### src/rtl/sprite_line_scheduler.sv
// sprite_line_scheduler
// Walks the sprite table once per scanline, tests each slot for vertical
// visibility against the latched line_y and hands every visible sprite to the
// sprite line counter as one job (sprite_on held until count_finished).
// Up to MAX_PER_LINE jobs are issued per line; extra visible sprites set the
// sticky overflow flag. A job that never completes is retired after
// JOB_TIMEOUT cycles.

module sprite_line_scheduler #(
    parameter  int N_SLOTS      = 32,
    parameter  int SPRITE_H     = 20,
    parameter  int MAX_PER_LINE = 8,
    parameter  int JOB_TIMEOUT  = 64,
    localparam int SLOT_W       = $clog2(N_SLOTS)
) (
    input  logic              clk_pixel,
    input  logic              reset,
    input  logic              line_start,
    input  logic [9:0]        line_y,
    output logic [SLOT_W-1:0] slot_addr,
    input  logic [9:0]        slot_y,
    input  logic              slot_active,
    input  logic              count_finished,
    output logic              sprite_on,
    output logic [SLOT_W-1:0] sprite_slot,
    output logic [4:0]        sprite_row,
    output logic              line_done,
    output logic              overflow,
    output logic              timeout_err
);

    localparam int JOBS_W  = $clog2(MAX_PER_LINE + 1);
    localparam int TIMER_W = $clog2(JOB_TIMEOUT + 1);

    localparam logic [SLOT_W-1:0]  LAST_SLOT  = SLOT_W'(N_SLOTS - 1);
    localparam logic [JOBS_W-1:0]  MAX_JOBS   = JOBS_W'(MAX_PER_LINE);
    localparam logic [TIMER_W-1:0] TIMER_LAST = TIMER_W'(JOB_TIMEOUT - 1);
    localparam logic [9:0]         HEIGHT     = 10'(SPRITE_H);

    typedef enum logic [2:0] {
        S_IDLE,
        S_FETCH,
        S_CHECK,
        S_START,
        S_RUN,
        S_NEXT,
        S_DONE
    } state_t;

    state_t              state_q,       state_d;
    logic [SLOT_W-1:0]   slot_q,        slot_d;
    logic [JOBS_W-1:0]   jobs_q,        jobs_d;
    logic [TIMER_W-1:0]  timer_q,       timer_d;
    logic [9:0]          line_y_q,      line_y_d;
    logic                sprite_on_q,   sprite_on_d;
    logic [SLOT_W-1:0]   sprite_slot_q, sprite_slot_d;
    logic [4:0]          sprite_row_q,  sprite_row_d;
    logic                line_done_q,   line_done_d;
    logic                overflow_q,    overflow_d;
    logic                timeout_err_q, timeout_err_d;

    // Row offset of the slot under test. A slot below line_y wraps to a large
    // value, so the explicit line_y >= slot_y term keeps the window non-modular.
    logic [9:0] diff;
    logic       visible;

    assign diff    = line_y_q - slot_y;
    assign visible = slot_active && (line_y_q >= slot_y) && (diff < HEIGHT);

    // Next-state and next-output logic for the per-line walk.
    always_comb begin
        // NOTE: every variable gets a default before the case so no path can
        // leave one unassigned and infer a latch.
        state_d       = state_q;
        slot_d        = slot_q;
        jobs_d        = jobs_q;
        timer_d       = timer_q;
        line_y_d      = line_y_q;
        sprite_on_d   = sprite_on_q;
        sprite_slot_d = sprite_slot_q;
        sprite_row_d  = sprite_row_q;
        line_done_d   = 1'b0;
        overflow_d    = overflow_q;
        timeout_err_d = timeout_err_q;

        if (line_start && (state_q != S_IDLE) && (state_q != S_DONE)) begin
            // A new line arrived before the walk finished: abandon it quietly.
            state_d     = S_IDLE;
            sprite_on_d = 1'b0;
        end else begin
            case (state_q)
                S_IDLE, S_DONE: begin
                    if (line_start) begin
                        line_y_d      = line_y;
                        slot_d        = '0;
                        jobs_d        = '0;
                        overflow_d    = 1'b0;
                        timeout_err_d = 1'b0;
                        state_d       = S_FETCH;
                    end else begin
                        state_d = S_IDLE;
                    end
                end

                S_FETCH: begin
                    state_d = S_CHECK;
                end

                S_CHECK: begin
                    if (visible && (jobs_q < MAX_JOBS)) begin
                        sprite_slot_d = slot_q;
                        sprite_row_d  = diff[4:0];
                        sprite_on_d   = 1'b1;
                        timer_d       = '0;
                        state_d       = S_START;
                    end else if (visible) begin
                        overflow_d = 1'b1;
                        state_d    = S_NEXT;
                    end else begin
                        state_d = S_NEXT;
                    end
                end

                S_START: begin
                    if (!count_finished) begin
                        // Counter engaged; the timeout window restarts here.
                        timer_d = '0;
                        state_d = S_RUN;
                    end else if (timer_q == TIMER_LAST) begin
                        sprite_on_d = 1'b0;
                        state_d     = S_NEXT;
                    end else begin
                        timer_d = timer_q + 1'b1;
                    end
                end

                S_RUN: begin
                    if (count_finished) begin
                        sprite_on_d = 1'b0;
                        jobs_d      = jobs_q + 1'b1;
                        state_d     = S_NEXT;
                    end else if (timer_q == TIMER_LAST) begin
                        timeout_err_d = 1'b1;
                        sprite_on_d   = 1'b0;
                        jobs_d        = jobs_q + 1'b1;
                        state_d       = S_NEXT;
                    end else begin
                        timer_d = timer_q + 1'b1;
                    end
                end

                S_NEXT: begin
                    if (slot_q == LAST_SLOT) begin
                        line_done_d = 1'b1;
                        state_d     = S_DONE;
                    end else begin
                        slot_d  = slot_q + 1'b1;
                        state_d = S_FETCH;
                    end
                end

                default: begin
                    sprite_on_d = 1'b0;
                    state_d     = S_IDLE;
                end
            endcase
        end
    end

    // State and output registers; outputs are driven straight from flops.
    always_ff @(posedge clk_pixel or negedge reset) begin
        if (!reset) begin
            state_q       <= S_IDLE;
            slot_q        <= '0;
            jobs_q        <= '0;
            timer_q       <= '0;
            line_y_q      <= '0;
            sprite_on_q   <= 1'b0;
            sprite_slot_q <= '0;
            sprite_row_q  <= '0;
            line_done_q   <= 1'b0;
            overflow_q    <= 1'b0;
            timeout_err_q <= 1'b0;
        end else begin
            // NOTE: non-blocking assignments so every flop samples the values
            // from before this edge, independent of statement order.
            state_q       <= state_d;
            slot_q        <= slot_d;
            jobs_q        <= jobs_d;
            timer_q       <= timer_d;
            line_y_q      <= line_y_d;
            sprite_on_q   <= sprite_on_d;
            sprite_slot_q <= sprite_slot_d;
            sprite_row_q  <= sprite_row_d;
            line_done_q   <= line_done_d;
            overflow_q    <= overflow_d;
            timeout_err_q <= timeout_err_d;
        end
    end

    // The table address is the walk position itself, so the read issued in
    // FETCH returns data in CHECK.
    assign slot_addr   = slot_q;
    assign sprite_on   = sprite_on_q;
    assign sprite_slot = sprite_slot_q;
    assign sprite_row  = sprite_row_q;
    assign line_done   = line_done_q;
    assign overflow    = overflow_q;
    assign timeout_err = timeout_err_q;

endmodule

### config.mk
export PLATFORM = sky130hd
export DESIGN_NAME = sprite_line_scheduler
export DESIGN_NICKNAME = d
export VERILOG_FILES = /design/src/rtl/sprite_line_scheduler.sv
export SDC_FILE = /design/constraint.sdc
export NUM_CORES = 1
export LEC_CHECK = 0
export CORE_UTILIZATION = 58
export DETAILED_ROUTE_END_ITERATION = 16
export DONT_BUFFER_PORTS = 1
export MAX_ROUTING_LAYER = met4
export PLACE_DENSITY = 0.71
export SLEW_MARGIN = 20
export SYNTH_ARGS = -nofsm -noshare
export SYNTH_HDL_FRONTEND = slang
export SYNTH_SLANG_ARGS = --single-unit
### constraint.sdc
create_clock -name clk_pixel -period 4 [get_ports clk_pixel]
set_input_delay 0.4 -clock clk_pixel [delete_from_list [all_inputs] [get_ports clk_pixel]]
set_output_delay 0.4 -clock clk_pixel [all_outputs]
set_load 0.02 [all_outputs]
==> results of run 1 <==
-- routing by layer --
metal  track usage  routed length, um
met5             -                  0
met2         0.371               2410
met1         0.324               2620
met4        0.0794                 84
met3        0.0654                239
-- cells in the mapped netlist (5+ instances only) --
cell / n
mux2_4: 7
nor2_1: 19
mux2_2: 13
o21ai_0: 16
nand2_1: 28
dfrtp_1: 43
a21oi_1: 18
and3_1: 9
xor2_1: 5
a31oi_1: 8
nor2b_1: 6
clkbuf_1: 8
inv_1: 15
ha_1: 14
nand3_1: 6
nand2b_1: 9
-- layout make-up --
| cell class | count | area [um^2] |
|---|---|---|
| well taps | 52 | 65.1 |
| flip-flops and latches | 43 | 1080 |
| fillers | 369 | 1590 |
| repair buffers | 3 | 37.5 |
| clock inverters | 1 | 5.00 |
| inverters | 15 | 56.3 |
| multi-input cells | 211 | 1470 |
| clock buffers | 6 | 82.6 |
-- how the worst max path moves through the flow --
stage,slack (ns),to,from
after global routing,0.62,sprite_slot[0],line_y_q[0]
after global placement,0.87,sprite_slot[4],slot_y[0]
after CTS,0.78,sprite_slot[3],line_y_q[0]
final,0.79,sprite_slot[3],line_y_q[0]
after detailed placement,0.75,sprite_slot[4],slot_y[0]
after floorplan,0.97,sprite_row[4],slot_y[0]
-- cell families (layout without fill, tap and decap cells) --
kind of cell,count (synthesis),after routing,share of synthesized area
and+or+nand+nor,98,98,0.190
AOI/OAI and AO/OA,68,68,0.163
DFF,43,43,0.406
buffers and inverters,25,25,0.0383
muxes,21,21,0.0987
adders and majority gates,15,15,0.0737
xor gates and xnor gates,9,9,0.0298
-- per-stage QoR --
step,instances,setup WS (ns),hold slack [ns],utilization
after floorplan,279,0.970,0.104,-
after global placement,322,0.871,0.105,0.610
after detailed placement,322,0.752,0.105,0.610
after CTS,331,0.782,0.154,0.637
after global routing,331,0.619,0.140,0.637
final,331,0.786,0.164,0.637
-- timing repair --
item	in CTS	in global routing
resized for setup	0	0
endpoints found under the hold margin	43	0
hold buffers	2	0
-- report_power, final --
group          switching (mW)  internal, mW
Clock                   0.140         0.135
Sequential              0.110         0.515
Combinational           0.424         0.338
-- sequential cells by signal (all words and copies together), names as in the netlist --
register and cells:
jobs_q 4, line_done 1, line_y_q 10, overflow 1
slot_addr 5, sprite_on 1, sprite_row 5, sprite_slot 5
state_q 3, timeout_err 1, timer_q 7
-- critical path, stage by stage, from the launching register on --
cell and delay [ns]:
dfrtp_1 0.33, inv_1 0.05, ha_1 0.21, fa_1 0.40, nand2b_1 0.16, a21oi_1 0.35, a211oi_1 0.16, nor4_2 0.24
nand4_1 0.20, or4_4 0.68, mux2_4 0.33
==> results.yml, run 1 <==
finish:
  antenna_cells: 0
  final_cell_mix: "43 x dfrtp_1, 28 x nand2_1, 19 x nor2_1"
  stdcell_area_mm2: 0.00279
  final_common_cell: "dfrtp_1"
  drive_gt1_frac: 0.118
  nets: 319
  area_delta_synth_final_pct: 5.48
synthesis:
  yosysSeqAreaShare: 0.406
  synthTopCellsByArea: "dfrtp_1 41%, ha_1 6.6%, mux2_2 5.5%, mux2_4 4.0%, nand2_1 4.0%"
  synth_top_area_frac: 0.406
  yosysTopAreaCell: "dfrtp_1"
  synth_cells: 279
  ys_async_sr_fraction: 1.00
  syn_area_mm2: 0.00265
  ys_types: 51
  yosys_warnings: 0
  ys_seq_elements: 43
  synth.avg_cell_area_um2: 9.49
  synth_edf_count: 0
  synth_nets: 319
  synth_flop_cell: "dfrtp_1"
critical_path:
  cp_data_arrival_time_ns: 3.40
  critPathRequiredTime_ns: 4.18
  critPathLaunchType: "flip-flop"
  rr_worst_depth: 10
  path_max_fanout: 12
  r2r-end: "sprite_slot[3]"
  r2r_slack_ns: 0.79
  worstReg2RegStart: "line_y_q[0]"
  worstSetupEndpointType: "flip-flop"
  crit_type: "flip-flop to flip-flop"
detailed_routing:
  first_iter_violations: 127
  drcViolationCount: 0
  wl_um: 5350
  first_pass_iters: 4
  viasPerCell: 6.12
  antenna_left: 0
  wire_per_inst_um: 16.2
  vias: 2026
sta:
  finalSetupTns_ns: 0
  hold_viol_final: 0
  period_share: 0.803
  skew_ns: 0.00545
  setup_violations: 0
  worst_slew_pin_slew_ns: 0.760
  final-max-slew-violation-count: 0
  fin_crit_ns: 3.21
  rsz0062_at_grt: "false"
  clock.fmax_ghz: 0.311
  relSlewSlack: 0.493
die:
  die_area_mm2: 0.00484
  rows: 24
  dieWidth_um: 69.6
  start_util: 0.604
  die_y_um: 69.6
  core-area_mm2: 0.00438
  ioPinCount: 44
clocking:
  numCtsBuffers: 5
  post_cts_buffers: 0
  worstSkewPairLatency_ns: 0.29
  cts.sinks: 43
  clk_path_buf_depth: 2
  cts.clk_slew.worst_paths_ns: 0.08
  cts_tree: "done"
  cts_root_buf: "clkbuf_8"
  ctsHtreeMaxLevel: 2
flow_run:
  cap_violations: 0
power:
  powerDensity_mw_per_mm2: 595
  irDropWorstVdd_mv: 0.375
  leakage_nw: 1.30
  finalPower_mw: 1.66
global_routing:
  grtUsageTotal: 0.246
  first_global_vias: 1908
  grt_start_max_net_pins: 44
  overflow: 0
  antenna_found_initial: 0
  grt_pass1_wl_um: 9160
place:
  dpl_cell_area_mm2: 0.00268
  dp_hpwl_um: 3880
  place.gp.congestion: 0.857
  port_buffers: 0
outcome:
  status: "complete, no violations"
min_path:
  min_to: "state_q[2]"
  min_path_cells: 1
  hp-start: "line_start"
  hold_class: "input pin to flip-flop"
(Power assumes the default switching activity.)
==> run 2: changes to the inputs <==
CORE_UTILIZATION = 57   (was 58)
PLACE_DENSITY = 0.72   (was 0.71)
clock period = 2.9 ns   (was 4 ns; I/O delays follow)
==> run 2 against run 1 <==
Cell count increased by 5.4%. Combinational power up 80%. Critical path depth shrank 2. Register-to-register slack worse by 0.78 ns. First-iteration DRC count grew 1.6%. Final area rose by 10%. Sequential power increased by 34%. Wire length increased by 5.2%. Worst setup slack worse by 0.78 ns. Sequential share of layout area shrank 3.6 points. Clock skew rose by 0.0027 ns. Largest cell class unchanged.
==> results.yml, run 2 (synthesis gave the netlist of run 1 again) <==
min_path:
  hold_class: "input pin to flip-flop"
die:
  dieWidth_um: 70.2
  core-area_mm2: 0.00441
  die_y_um: 70.2
  start_util: 0.600
  ioPinCount: 44
  die_area_mm2: 0.00492
  rows: 24
detailed_routing:
  antenna_left: 0
  wl_um: 5630
  viasPerCell: 6.08
  first_pass_iters: 4
  first_iter_violations: 129
  vias: 2122
  wire_per_inst_um: 16.1
  drcViolationCount: 0
global_routing:
  grt_start_max_net_pins: 44
  overflow: 0
  grt_pass1_wl_um: 9600
  first_global_vias: 1990
  antenna_found_initial: 0
  grtUsageTotal: 0.250
critical_path:
  path_max_fanout: 5
  crit_chain: "ha_1 -> nor2b_1 -> o2111ai_1 -> a31oi_1 -> xor2_1 -> or4_1 -> or4_4 -> mux2_4"
  cp_data_arrival_time_ns: 3.07
  slowest_delay_ns: 0.58
  r2r_slack_ns: 0.009
  cp_top_family: "simple AND/OR/NAND/NOR gates"
  crit_type: "flip-flop to flip-flop"
  crit_buf_inv: 0
  worstSetupEndpointType: "flip-flop"
  critPathRequiredTime_ns: 3.08
  crit_slowest_cell: "or4_4"
  critPathLaunchType: "flip-flop"
clocking:
  ctsHtreeMaxLevel: 2
  cts.clk_slew.worst_paths_ns: 0.09
  clk_path_buf_depth: 2
  numCtsBuffers: 5
  cts.sinks: 43
  worstSkewPairLatency_ns: 0.30
  cts_tree: "done"
  cts_root_buf: "clkbuf_8"
sta:
  hold_viol_final: 0
  worst_slew_pin_slew_ns: 0.623
  final-max-slew-violation-count: 0
  skew_ns: 0.00812
  setup_violations: 0
  fin_crit_ns: 2.89
  rsz0062_at_grt: "true"
  worst_slack_ns: 0.00868
  clock.fmax_ghz: 0.346
  relSlewSlack: 0.585
  period_share: 0.997
power:
  switching_share: 0.392
  p_switching_mw: 1.06
  seqPwrFrac: 0.311
  clkPwrFrac: 0.182
  p_comb_frac: 0.507
  powerDensity_mw_per_mm2: 876
  irDropWorstVdd_mv: 0.558
  p_int_mw: 1.64
  leakage_nw: 1.42
finish:
  top_regs: "line_y_q x10, timer_q x7"
  area_delta_synth_final_pct: 16.2
  nFillCells: 333
  antenna_cells: 0
  layout.area.seq_mm2: 0.00108
  stdcell_count: 349
  drive_gt1_frac: 0.232
  stdcell_area_mm2: 0.00308
  final_cell_mix: "43 x dfrtp_1, 26 x nand2_1, 19 x nor2_1"
  final_common_cell: "dfrtp_1"
  largest-register: "line_y_q"
  multi_input_area_mm2: 0.00160
  nets: 336
  largest_reg_flops: 10
outcome:
  status: "complete, no violations"
flow_run:
  cap_violations: 0
place:
  place.gp.congestion: 0.836
  post-place-ws_ns: -0.0891
  port_buffers: 0
  dpl.cell_count: 336
  dp_hpwl_um: 3890
  dpl_cell_area_mm2: 0.00279
## run 2: cell count changes in the layout (fill, tap and decap cells not counted), moves of 3 or more
| cell | change |
|---|---|
| ha_4 | +3 |
| buf_4 | +14 |
| o21ai_0 | -4 |
| ha_1 | -3 |
## run 2: area by class of cell
class,count,area share
sequential,43,0.350
timing repair buffer,19,0.0537
inverter,15,0.0183
tap,52,0.0211
clock inverter,2,0.0114
multi-input combinational,212,0.519
clock buffer,6,0.0268
## run 2: through the flow
stage	util	power (mW)	TNS [ns]	hold slack (ns)
global placement	0.631	1.97	0	-0.00464
detailed placement	0.631	1.99	-0.765	-0.00473
finish	0.697	2.70	0	0.0405
global route	0.697	2.89	-0.690	0.0308
floorplan	-	1.68	0	-0.00559
CTS	0.673	2.57	-0.00309	0.0397
## run 2: routing by layer
| metal | global-route usage | up-vias | wire length, um |
|---|---|---|---|
| met1 | 0.339 | 1016 | 2760 |
| met3 | 0.0577 | 5 | 239 |
| met2 | 0.379 | 60 | 2570 |
| met4 | 0.0667 | 0 | 60 |
| li1 | - | 1041 | - |
| met5 | - | - | 0 |
## run 2: final timing paths
path | from | end | cells past startpoint
worst max-delay path | line_y_q[1] | sprite_slot[2] | 8
worst max register to register | line_y_q[1] | sprite_slot[2] | 8
max in group asynchronous | reset | timer_q[5] | 2
worst min-delay path | line_start | state_q[1] | 1
min in group asynchronous | reset | line_y_q[3] | 2
worst min register to register | line_y_q[8] | line_y_q[8] | 1
## run 2: power groups by stage
stage	combinational (mW)	sequential, mW	clock (mW)
3_3_place_gp	1.14	0.835	0
5_1_grt	1.51	0.859	0.518
3_5_place_dp	1.15	0.840	0
4_1_cts	1.24	0.828	0.498
2_1_floorplan	0.885	0.799	0
6_report	1.37	0.840	0.491
## run 2: worst reg2reg max path, delay by kind of cell (launching register included)
kind	cells	cell delay, ns
AO/OA/AOI/OAI	2	0.34
XOR/XNOR	1	0.18
flip-flops	1	0.39
adder cells (fa/ha/maj)	1	0.29
multiplexers	1	0.32
AND/OR/NAND/NOR	3	1.26
## run 2: repair_timing
action / in CTS / in global routing
gates cloned: 1 / 0
hold endpoints to repair: 43 / 0
endpoints found under the setup margin: 17 / 20
setup buffers: 0 / 2
resized for setup: 8 / 21
pin swaps: 1 / 3
hold buffers: 2 / 0
==> run 3: changes to the inputs <==
PLACE_DENSITY = 0.83   (was 0.72)
SETUP_SLACK_MARGIN = 0.05   (was unset)
==> run 3 against run 2 <==
The run now ends with setup timing left. Sequential power hardly changed. Clock skew hardly changed. First-iteration DRC count is 2.3% lower. Utilization is 0.11 points lower. Via count is 3.1% higher. Global-route usage is 1.2 points higher. Largest power group unchanged. Sequential share of layout area is 0.057 points higher. Cell count is 1.1% lower. Fmax is 0.44% lower. Critical endpoint is now sprite_slot[1]. Clock-buffer cell count is 1 lower. Non-clock buffer count is 4 lower. Final area is 0.16% lower. Critical path type unchanged.
==> results.yml, run 3 (synthesis gave the netlist of run 1 again) <==
finish:
  largest-register: "line_y_q"
  area_delta_synth_final_pct: 16.0
  final_common_cell: "dfrtp_1"
  drive_gt1_frac: 0.232
  antenna_cells: 0
  final_cell_mix: "43 x dfrtp_1, 28 x nand2_1, 19 x nor2_1"
  largest_reg_flops: 10
  stdcell_count: 345
  nets: 332
  top_regs: "line_y_q x10, timer_q x7"
detailed_routing:
  viasPerCell: 6.34
  first_pass_iters: 5
  wl_um: 5950
  vias: 2188
  first_iter_violations: 126
  wire_per_inst_um: 17.2
  drcViolationCount: 0
  antenna_left: 0
sta:
  final-max-slew-violation-count: 0
  worst_hold_slack_ns: 0.0509
  period_share: 1.00
  hold_viol_final: 0
  rsz0062_at_grt: "true"
  clock.fmax_ghz: 0.344
  setup_violations: 3
  fin_crit_ns: 2.90
  relSlewSlack: 0.533
  skew_ns: 0.00807
  worst_slew_pin_slew_ns: 0.701
  worst_slack_ns: -0.00418
  finalSetupTns_ns: -0.00989
die:
  die_area_mm2: 0.00492
  ioPinCount: 44
  rows: 24
  dieWidth_um: 70.2
  start_util: 0.600
  die_y_um: 70.2
  core-area_mm2: 0.00441
place:
  port_buffers: 0
  dpl.cell_count: 331
  place.gp.congestion: 0.980
  post-place-ws_ns: -0.0638
  dp_hpwl_um: 4070
global_routing:
  grtUsageMet2: 0.427
  grtUsageTotal: 0.262
  antenna_found_initial: 0
  first_global_vias: 2099
  grt_busiest_layer: "met2"
  use_met3: 0.0678
  grt_pass1_wl_um: 9940
  overflow: 0
  grt_start_max_net_pins: 44
  grt_use_met1: 0.330
clocking:
  clk_path_buf_depth: 2
  numCtsBuffers: 5
  ctsHtreeMaxLevel: 2
  cts_tree: "done"
  cts.clk_slew.worst_paths_ns: 0.08
  worstSkewPairLatency_ns: 0.30
  cts.sinks: 43
  cts_root_buf: "clkbuf_8"
critical_path:
  cp_data_arrival_time_ns: 3.09
  critPathRequiredTime_ns: 3.08
  path_max_fanout: 6
  crit_type: "flip-flop to flip-flop"
  critPathLaunchType: "flip-flop"
  worstSetupEndpointType: "flip-flop"
power:
  leakage_nw: 1.39
  powerDensity_mw_per_mm2: 883
  irDropWorstVdd_mv: 0.413
  finalPower_mw: 2.71
outcome:
  violations: "setup timing"
  status: "complete, but fails checks"
min_path:
  hold_class: "input pin to flip-flop"
flow_run:
  cap_violations: 0
==> run 3: changes by cell type in the layout (fill, tap and decap cells not counted), moves of 2 or more <==
cell / delta
nand2_1: +2
buf_4: -4
nand2_2: -2
ha_2: +2
ha_1: -3
o21ai_2: -2
o21ai_0: +3
==> run 3: what timing repair did <==
item                                    in CTS  in global routing
resized for setup                           11                 16
cloned                                       1                  0
hold buffers                                 2                  0
buffers inserted                             1                  2
pin swaps                                    4                  4
endpoints found under the setup margin      10                 18
endpoints found under the hold margin       43                  0
==> run 3: metal layers <==
layer  vias to the layer above  routed length (um)
met5                         -                   0
met4                         0                  71
met3                         7                 366
met2                        80                2950
met1                      1067                2560
li1                       1034                   -
==> run 3: path summary, 6_finish.rpt <==
check                            start        endpoint  slack [ns]  cells after the start
min reg2reg                line_y_q[7]     line_y_q[7]        0.52                      1
min                         line_start      state_q[1]        0.05                      1
min in group asynchronous        reset      state_q[0]        0.47                      2
max                        line_y_q[1]  sprite_slot[1]      -0.004                      8
max in group asynchronous        reset       line_done        2.20                      2
max reg2reg                line_y_q[1]  sprite_slot[1]      -0.004                      8
==> run 3: power by group <==
group	internal [mW]	switching (mW)
sequential	0.711	0.131
clock	0.256	0.211
combinational	0.665	0.739
==> run 3: worst max-delay path, cell delays in order, from the launching register on <==
cell       delay, ns
dfrtp_1         0.42
ha_4            0.28
nor2b_4         0.14
o2111ai_2       0.16
a31oi_1         0.21
xor2_1          0.13
or4_4           0.50
or4_4           0.62
mux2_4          0.33
==> run 3: stage by stage <==
step | cell area (um^2) | util
after floorplan | 2670 | -
after global placement | 2760 | 0.626
after detailed placement | 2760 | 0.626
after CTS | 2960 | 0.671
after global routing | 3070 | 0.696
final | 3070 | 0.696
==> run 3: final cells by class <==
class,instances,area [um^2]
Inverter,15,58.8
Timing Repair Buffer,15,144
Clock buffer,5,68.8
Multi-Input combinational cell,212,1620
Clock inverter,3,43.8
Tap cell,52,65.1
Fill cell,314,1340
Sequential cell,43,1080
